**src/rtl/input_data_fetcher_if.sv**
```systemverilog
// Input-feature buffer read bus between the fetcher (master) and the buffer (slave).
interface input_data_fetcher_if #(
  parameter int unsigned ADDR_WIDTH = 32,
  parameter int unsigned DATA_WIDTH = 32
);
  logic [ADDR_WIDTH-1:0] mem_radd;
  logic                  mem_rden;
  logic [DATA_WIDTH-1:0] mem_rdat;
  logic                  mem_rvld;

  modport master (output mem_radd, output mem_rden, input  mem_rdat, input  mem_rvld);
  modport slave  (input  mem_radd, input  mem_rden, output mem_rdat, output mem_rvld);
endinterface

```
**src/rtl/input_data_fetcher.sv**
```systemverilog
// Turns core pixel requests into in-order input-buffer reads, re-reading the map once per
// kernel group, and returns the pixel words to the core.
module input_data_fetcher #(
  parameter int unsigned BIT_WIDTH    = 8,
  parameter int unsigned NUM_CHANNEL  = 3,
  parameter int unsigned ADDR_WIDTH   = 32,
  parameter int unsigned DATA_WIDTH   = 32,
  parameter int unsigned REG_WIDTH    = 32,
  parameter int unsigned MAX_OUTSTAND = 4,
  parameter int unsigned PEND_WIDTH   = 8
) (
  input  logic                             clk,
  input  logic                             rst,
  input  logic                             i_data_req,
  output logic [BIT_WIDTH*NUM_CHANNEL-1:0] o_data,
  output logic                             o_data_vld,
  input_data_fetcher_if.master             mem,
  input  logic [REG_WIDTH-1:0]             i_conf_ctrl,
  input  logic [REG_WIDTH-1:0]             i_conf_base,
  input  logic [REG_WIDTH-1:0]             i_conf_nwords,
  input  logic [REG_WIDTH-1:0]             i_conf_npass,
  output logic                             o_done,
  output logic [2:0]                       o_err
);

  localparam int unsigned PIX_W = BIT_WIDTH * NUM_CHANNEL;
  localparam int unsigned OUT_W = $clog2(MAX_OUTSTAND) + 1;
  localparam logic [OUT_W-1:0]      OUT_MAX  = OUT_W'(MAX_OUTSTAND);
  localparam logic [PEND_WIDTH-1:0] PEND_SAT = '1;

  typedef enum logic [1:0] {
    IDLE,
    RUN,
    DRAIN,
    DONE
  } state_t;

  state_t state, state_nxt;

  logic [REG_WIDTH-1:0]  idx;
  logic [REG_WIDTH-1:0]  pass;
  logic [PEND_WIDTH-1:0] pending;
  logic [OUT_W-1:0]      outstand;

  logic enable;
  logic req_run;
  logic req_acc;
  logic issue;
  logic last_word;
  logic rsp_ok;
  logic rsp_deliver;
  logic stray;
  logic unused_bits;

  assign unused_bits = ^{i_conf_ctrl, mem.mem_rdat};

  // A request can be served in the same cycle it arrives, so issue looks past pending.
  always_comb begin
    enable      = i_conf_ctrl[0];
    req_run     = i_data_req && (state == RUN);
    req_acc     = req_run && (pending != PEND_SAT);
    issue       = enable && (state == RUN) && ((pending != '0) || req_acc) &&
                  (outstand < OUT_MAX) && (pass < i_conf_npass);
    last_word   = (idx == (i_conf_nwords - REG_WIDTH'(1)));
    rsp_ok      = mem.mem_rvld && (outstand != '0);
    rsp_deliver = rsp_ok && ((state == RUN) || (state == DRAIN));
    stray       = mem.mem_rvld && (outstand == '0);
  end

  always_ff @(posedge clk or negedge rst) begin
    if (!rst) state <= IDLE;
    else      state <= state_nxt;
  end

  always_comb begin
    state_nxt = state;
    o_done    = 1'b0;
    if (!enable) begin
      state_nxt = IDLE;
    end else begin
      case (state)
        IDLE:  state_nxt = RUN;
        RUN:   if ((pass == i_conf_npass) && (pending == '0)) state_nxt = DRAIN;
        DRAIN: if (outstand == '0) state_nxt = DONE;
        DONE:  state_nxt = DONE;
        default: state_nxt = IDLE;
      endcase
    end
    if (state == DONE) o_done = 1'b1;
  end

  always_ff @(posedge clk or negedge rst) begin
    if (!rst) begin
      idx        <= '0;
      pass       <= '0;
      pending    <= '0;
      outstand   <= '0;
      mem.mem_rden <= 1'b0;
      mem.mem_radd <= '0;
      o_data_vld <= 1'b0;
      o_data     <= '0;
      o_err      <= '0;
    end else begin
      mem.mem_rden <= issue;
      if (issue) mem.mem_radd <= ADDR_WIDTH'(i_conf_base) + ADDR_WIDTH'(idx);

      // IDLE (including the entry cycle into RUN) and any abort hold the walk at its origin.
      if (!enable || (state == IDLE)) begin
        idx     <= '0;
        pass    <= '0;
        pending <= '0;
      end else if (state == RUN) begin
        if (issue) begin
          if (last_word) begin
            idx  <= '0;
            pass <= pass + REG_WIDTH'(1);
          end else begin
            idx <= idx + REG_WIDTH'(1);
          end
        end
        case ({req_acc, issue})
          2'b10:   pending <= pending + PEND_WIDTH'(1);
          2'b01:   pending <= pending - PEND_WIDTH'(1);
          default: pending <= pending;
        endcase
      end

      // Keeps counting returns after an abort so late responses are still accounted for.
      case ({issue, rsp_ok})
        2'b10:   outstand <= outstand + OUT_W'(1);
        2'b01:   outstand <= outstand - OUT_W'(1);
        default: outstand <= outstand;
      endcase

      o_data_vld <= rsp_deliver;
      if (rsp_deliver) o_data <= mem.mem_rdat[PIX_W-1:0];

      if ((state == IDLE) && enable) begin
        o_err <= '0;
      end else begin
        if (i_data_req && (state != RUN))      o_err[0] <= 1'b1;
        if (stray)                             o_err[1] <= 1'b1;
        if (req_run && (pending == PEND_SAT))  o_err[2] <= 1'b1;
      end
    end
  end

endmodule
```
**src/flat_wrapper.sv**
```systemverilog
// flat-port wrapper written by rule: the top's interface ports become plain ports
module input_data_fetcher_flat 
#(
  parameter int unsigned BIT_WIDTH    = 8,
  parameter int unsigned NUM_CHANNEL  = 3,
  parameter int unsigned ADDR_WIDTH   = 32,
  parameter int unsigned DATA_WIDTH   = 32,
  parameter int unsigned REG_WIDTH    = 32,
  parameter int unsigned MAX_OUTSTAND = 4,
  parameter int unsigned PEND_WIDTH   = 8
)
  (clk, rst, i_data_req, o_data, o_data_vld, i_conf_ctrl, i_conf_base, i_conf_nwords, i_conf_npass, o_done, o_err, mem_mem_radd, mem_mem_rden, mem_mem_rdat, mem_mem_rvld);
  input_data_fetcher_if #(.ADDR_WIDTH(ADDR_WIDTH), .DATA_WIDTH(DATA_WIDTH)) mem_i ();
  input  logic clk;
  input  logic rst;
  input  logic i_data_req;
  output logic [BIT_WIDTH*NUM_CHANNEL-1:0] o_data;
  output logic o_data_vld;
  input  logic [REG_WIDTH-1:0] i_conf_ctrl;
  input  logic [REG_WIDTH-1:0] i_conf_base;
  input  logic [REG_WIDTH-1:0] i_conf_nwords;
  input  logic [REG_WIDTH-1:0] i_conf_npass;
  output logic o_done;
  output logic [2:0] o_err;
  output wire logic [$bits(mem_i.mem_radd)-1:0] mem_mem_radd;
  output wire logic [$bits(mem_i.mem_rden)-1:0] mem_mem_rden;
  input wire logic [$bits(mem_i.mem_rdat)-1:0] mem_mem_rdat;
  input wire logic [$bits(mem_i.mem_rvld)-1:0] mem_mem_rvld;
  assign mem_mem_radd = mem_i.mem_radd;
  assign mem_mem_rden = mem_i.mem_rden;
  assign mem_i.mem_rdat = mem_mem_rdat;
  assign mem_i.mem_rvld = mem_mem_rvld;
  input_data_fetcher #(.BIT_WIDTH(BIT_WIDTH), .NUM_CHANNEL(NUM_CHANNEL), .ADDR_WIDTH(ADDR_WIDTH), .DATA_WIDTH(DATA_WIDTH), .REG_WIDTH(REG_WIDTH), .MAX_OUTSTAND(MAX_OUTSTAND), .PEND_WIDTH(PEND_WIDTH)) u_core (.clk(clk), .rst(rst), .i_data_req(i_data_req), .o_data(o_data), .o_data_vld(o_data_vld), .mem(mem_i), .i_conf_ctrl(i_conf_ctrl), .i_conf_base(i_conf_base), .i_conf_nwords(i_conf_nwords), .i_conf_npass(i_conf_npass), .o_done(o_done), .o_err(o_err));
endmodule
```
**config.mk**
```make
export PLATFORM = sky130hd
export DESIGN_NAME = input_data_fetcher_flat
export DESIGN_NICKNAME = d
export VERILOG_FILES = /design/src/rtl/input_data_fetcher_if.sv /design/src/rtl/input_data_fetcher.sv /design/src/flat_wrapper.sv
export SDC_FILE = /design/constraint.sdc
export NUM_CORES = 1
export LEC_CHECK = 0
export ABC_AREA = 1
export BUFFER_PORTS_ARGS = -buffer_cell sky130_fd_sc_hd__buf_2
export CELL_PAD_IN_SITES_DETAIL_PLACEMENT = 1
export CELL_PAD_IN_SITES_GLOBAL_PLACEMENT = 1
export CORE_MARGIN = 2
export CORE_UTILIZATION = 35
export DETAILED_ROUTE_END_ITERATION = 10
export HOLD_SLACK_MARGIN = 0.03
export PLACE_DENSITY_LB_ADDON = 0.1
export SYNTH_ARGS = -nofsm -noshare
export SYNTH_HDL_FRONTEND = slang
export SYNTH_SLANG_ARGS = --single-unit
```
**constraint.sdc**
```tcl
create_clock -name clk -period 4.3 [get_ports clk]
set_input_delay 0.86 -clock clk [delete_from_list [all_inputs] [get_ports clk]]
set_output_delay 0.86 -clock clk [all_outputs]
set_load 0.005 [all_outputs]
```
# After elaboration in Yosys (flattened, before gate mapping)
# Cells that the tools add are included.
# classes
add_sub_neg,8
n_lt_le_gt_ge,2
eq_ne,14
mux,21
reduce_logical,34
# ops
operator,n
2-to-1 mux 32 bit,8
"adder 32 x 1 -> 32 bit, second input constant",2
== test 32 bit,2
adder 32 bit,1
< comparator 32 bit,1
"subtractor 32 x 1 -> 32 bit, second input constant",1
2-to-1 mux 8 bit,2
case mux 8 bit (2 select lines),1
nonzero test 2 bit,7
logical AND 1 bit,13
"adder 8 x 1 -> 8 bit, second input constant",1
"== test 2 bit, second input constant",4
"== test 8 bit, second input constant",1
zero test 8 bit,1
"inequality test 8 bit, second input constant",1
case mux 2 bit (4 select lines),1
nonzero test 8 bit,1
"subtractor 8 x 1 -> 8 bit, second input constant",1
"== test 2 x 1 -> 1 bit, second input constant",3
2-to-1 mux 2 bit,3
"inequality test 3 bit, second input constant",2
case mux 3 bit (2 select lines),1
AND reduction 2 bit,3
nonzero test 3 bit,2
other kinds (11),16
# totals
regBits,138
input_bits,164
out_inout_bits,62
wordCells,91

# Longest topological paths before layout
# depth
word_depth,11
mapped_depth,21
depth_no_buf,20

# Worst setup path after synthesis
# No wires, ideal clock.
# synth_timing
path_kind,input -> register
from,input i_conf_npass[31]
to,register u_core.pending[7]
setup_ns,0.116
arrival_ns,3.414
setup_slack_ns,0.770
path_stages,19
n_path_buf,1
path_cell_list,inv_1 > ha_1 > nand2_1 > nor2_1 > nand4_1 > nor4_1 > nand2_1 > nand2_1 > clkbuf_1 > nor2_1 > ha_1 > a21oi_1 > nand2_1 > nand4_1 > o211ai_1 > xor2_1 > xnor2_1 > nand2_1 > nand2_1
# synth_between
elab_chain_cells,6
# synth_lines
element,line,rtl
start: declaration,flat_wrapper.sv:22,input logic [REG_WIDTH-1:0] i_conf_npass;
< comparator 32 bit *,input_data_fetcher.sv:63,(outstand < OUT_MAX) && (pass < i_conf_npass);
logical AND 1 bit *,input_data_fetcher.sv:63,
== test 2 x 1 -> 1 bit / == test 2 bit (equally long branches),input_data_fetcher.sv:121,"case ({req_acc, issue})"
case mux 8 bit (2 select lines),input_data_fetcher.sv:121,
2-to-1 mux 8 bit,input_data_fetcher.sv:112,end else if (state == RUN) begin
2-to-1 mux 8 bit,input_data_fetcher.sv:108,if (!enable || (state == IDLE)) begin
end signal: assignment,input_data_fetcher.sv:122,2'b10: pending <= pending + PEND_WIDTH'(1);
end signal: assignment,input_data_fetcher.sv:123,2'b01: pending <= pending - PEND_WIDTH'(1);
end signal: assignment,input_data_fetcher.sv:124,default: pending <= pending;
end: declaration,input_data_fetcher.sv:42,logic [PEND_WIDTH-1:0] pending;
# Every way passes the cells marked *; elsewhere a longest branch is shown, timed or not. The select of a mux whose other input is x is not followed.
# A chain may end at the register's enable or synchronous reset.

# Final worst setup path
# layout_timing
from,input i_conf_npass[15]
to,register u_core.pending[6]
# The elaborated chain is that of the path after synthesis.

==> impl_metrics.csv <==
group,metric,value,unit
power,internal-power,0.002932,W
placed_design,hpwl,28740,um
job,maxCapViolCount,0,
setup_path,crit_family,"simple AND/OR/NAND/NOR gates",
setup_path,r2r_end,"u_core.pending[6]$_DFFE_PN0P_",
clock_tree,cts_sinks,138,
power,powerDensity,352.8,nW/um2
floorplan,fp.dieW,185.7,um
drt,drc,0,
min_path,min_to,"u_core.o_data[5]$_DFFE_PN0P_",
timing,fmax,280.7,MHz
logic_synthesis,yosysSeqAreaShare,0.2990,
cells_and_area,layout_common_cells,"545 x nand2_1, 201 x inv_1, 185 x buf_2",
floorplan,die-area,34470,um2
timing,slew_headroom,0.2845,
grt,grt_max_degree,88,
setup_path,crit_path_start_kind,"primary input",
timing,worst_pin_slew,1.072,ns
power,clkPwrFrac,0.299,
setup_path,critPathMaxFanout,8,
drt,drt_iter0_drc,422,
floorplan,die_y,185.7,um
grt,antenna_found_initial,3,
timing,tns,0,ns
power,pwr-share-seq,0.367,
setup_path,rr_worst_depth,19,
min_path,min_path_cells,2,
setup_path,slowest_delay,0.49,ns
cells_and_area,drive_gt1_frac,0.1524,
timing,finalHoldViolCount,0,
cells_and_area,instances_no_fill,2328,
clock_tree,htreeDepth,4,
power,switchingPower,0.001815,W
drt,ant_nets,0,
drt,dr.pass1.iters,4,
power,p_sw_frac,0.3824,
clock_tree,cts_buffers,17,
min_path,min-delay-start,"u_core.o_data[5]$_DFFE_PN0P_",
clock_tree,clkLatencyLatePin,0.43,ns
drt,vias,11350,
cells_and_area,final_common_cell,"nand2_1",
clock_tree,path_clk_slew,0.06,ns
drt,vias_per_cell,4.876,
drt,routedWlPerCell,15.45,um
drt,wl,35980,um
setup_path,cp_cell_sequence,"buf_2, inv_1, ha_1, nand2_1, inv_1, nand3_1, nor3_1, buf_4, nand2_1, nand3_1, nand2_1, nand2_2, nor2_1, ha_1, a21oi_1, nand2_1, nand2_1, nand2_1, a21oi_1, xor2_1, o21ai_0",
setup_path,crit_arrival,3.87,ns
logic_synthesis,synth_cell_type_count,47,
setup_path,rr_startpoint,"u_core.pass[15]$_DFFE_PN0P_",
timing,skew,0.01670,ns
setup_path,crit_buf_inv,4,
floorplan,placementRows,66,
power,total_power,0.004747,W
floorplan,core_area,32540,um2
cells_and_area,multi_input_area,7088,um2
grt,grt_use_total,0.2182,
min_path,holdCritPathClass,"flop to flop",
logic_synthesis,syn_avg_cell_area,6.806,um2
setup_path,reg2reg_setup_slack,0.80,ns
logic_synthesis,ys_async_sr_fraction,1.000,
grt,grt_pass1_vias,11950,
timing,finalWorstPathRequiredPeriod,3.563,ns
clock_tree,root_buffer,"clkbuf_16",
placed_design,place_congestion,0.8571,
logic_synthesis,synth_edf_count,0,
clock_tree,post-cts-setup-buffer-count,0,
clock_tree,cts_buffer_depth,2,
placed_design,port_buffers,186,
logic_synthesis,synth_seq_cells,138,
outcome,outcome,"finished, final reports clean",
grt,grt_overflow,0,
timing,finalSetupViolations,0,
cells_and_area,fillers,4298,
logic_synthesis,synthCells,1697,
clock_tree,cts_resized,0,
power,vdd_drop_max,0.2916,mV
floorplan,initial_core_util,0.3550,
timing,holdWs,0.4767,ns
timing,period_share,0.8286,
cells_and_area,regArea,3453,um2
setup_path,cp.required,4.60,ns
logic_synthesis,synth_nets,1941,
floorplan,ios,226,
placed_design,dp_cells,2295,
timing,rsz0062_at_grt,"no",
clock_tree,cts_tree,"yes",
timing,finalMaxSlewViolations,0,
power,comb_power_share,0.333,
clock_tree,cts_hold_buf,0,
logic_synthesis,synth-main-ff-cell,"dfrtp_1",
logic_synthesis,yosys_warnings,0,
grt,grt_pass1_wl,59710,um
power,p_leak,6.835,nW
setup_path,endpoint_kind,"flop",
logic_synthesis,synth_area,11550,um2
setup_path,crit_slowest_cell,"nor2_1",
setup_path,critPathMostFrequentCell,"nand2_1",
cells_and_area,fin_nets,2116,
setup_path,critPathKind,"primary input to flop",
cells_and_area,syn2layout_area_growth,16.49,%
==> area by class of cell <==
| type | count | share of cell area |
|---|---|---|
| antenna | 3 | 0.0005580 |
| clock buffer | 20 | 0.03320 |
| multi-input combinational | 1313 | 0.5268 |
| timing repair buffer | 195 | 0.07654 |
| tap | 442 | 0.04110 |
| inverter | 207 | 0.05775 |
| sequential | 138 | 0.2567 |
| clock inverter | 10 | 0.007347 |
==> tightest hold or removal path, delay by kind of cell, from the launching register on <==
kind	cells	cell delay (ns)
simple gates	2	0.11
flops	1	0.34
==> Yosys cell counts (4+ instances only) <==
library cell	number	area, um2
nand3_1	86	430.4
nor3_1	43	215.2
nand2_2	4	25.02
nor2_2	8	50.05
o21ai_0	63	315.3
dfrtp_1	138	3453
buf_2	7	35.03
ha_1	77	963.4
nand3b_1	7	52.55
a21oi_1	80	400.4
nand3_2	31	310.3
xnor2_1	51	446.7
clkbuf_1	22	82.58
inv_2	4	15.01
nand2_1	547	2053
nand4_1	35	219.0
o21bai_1	9	67.56
inv_1	201	754.5
xor2_1	50	437.9
nor2_1	173	649.4
nor2_4	5	56.30
nor4_1	9	56.30
==> state kept, by name, indices dropped and copies added (netlist names) <==
register and flops:
u_core.idx 32, u_core.mem.mem_radd 32, u_core.pass 32, u_core.o_data 24, u_core.pending 8, u_core.o_err 3, u_core.outstand 3, u_core.state 2
u_core.mem.mem_rden 1, u_core.o_data_vld 1
==> cells by family (layout without fill, tap and decap cells) <==
group	after synthesis	count (layout)	synth area share
adder cells (fa/ha/maj)	80	80	0.08861
AND/OR/NAND/NOR	956	956	0.3643
buffers and inverters	246	432	0.08818
AO/OA/AOI/OAI	176	176	0.08331
XOR/XNOR	101	101	0.07659
flip-flops	138	138	0.2990
other	0	3	0
==> per-stage QoR <==
stage | cell area (um2) | utilization | setup slack [ns]
2_1_floorplan | 11550 | - | 0.7697
6_report | 13450 | 0.4135 | 0.7369
5_1_grt | 13450 | 0.4135 | 0.4226
3_3_place_gp | 12900 | 0.3965 | 0.3149
3_5_place_dp | 12900 | 0.3965 | 0.2668
4_1_cts | 13450 | 0.4133 | 0.6921
==> worst max path at each step <==
stage / slack [ns] / end / cells past startpoint / start
finish: 0.74 / u_core.pending[6]$_DFFE_PN0P_ / 21 / i_conf_npass[15]
global route: 0.42 / u_core.pending[7]$_DFFE_PN0P_ / 22 / i_conf_npass[15]
CTS: 0.69 / u_core.pending[6]$_DFFE_PN0P_ / 21 / i_conf_npass[15]
detailed placement: 0.27 / u_core.pending[7]$_DFFE_PN0P_ / 22 / i_conf_npass[15]
global placement: 0.31 / u_core.pending[7]$_DFFE_PN0P_ / 22 / i_conf_npass[15]
floorplan: 0.77 / u_core.pending[7]$_DFFE_PN0P_ / 19 / i_conf_npass[31]
==> power groups by stage <==
stage / clock network [W] / logic, W / registers [W]
5_1_grt: 0.00150 / 0.00181 / 0.00178
3_3_place_gp: 0 / 0.00158 / 0.00176
2_1_floorplan: 0 / 0.00101 / 0.00177
4_1_cts: 0.00146 / 0.00163 / 0.00175
3_5_place_dp: 0 / 0.00162 / 0.00176
6_report: 0.00142 / 0.00158 / 0.00174
==> routing by layer <==
metal | wire length [um] | vias up | track usage
met3 | 754 | 28 | 0.02309
li1 | - | 5782 | -
met5 | 0 | - | 0
met2 | 19040 | 131 | 0.4167
met4 | 384 | 0 | 0.05165
met1 | 15800 | 5411 | 0.2598
(Power assumes the default switching activity.)
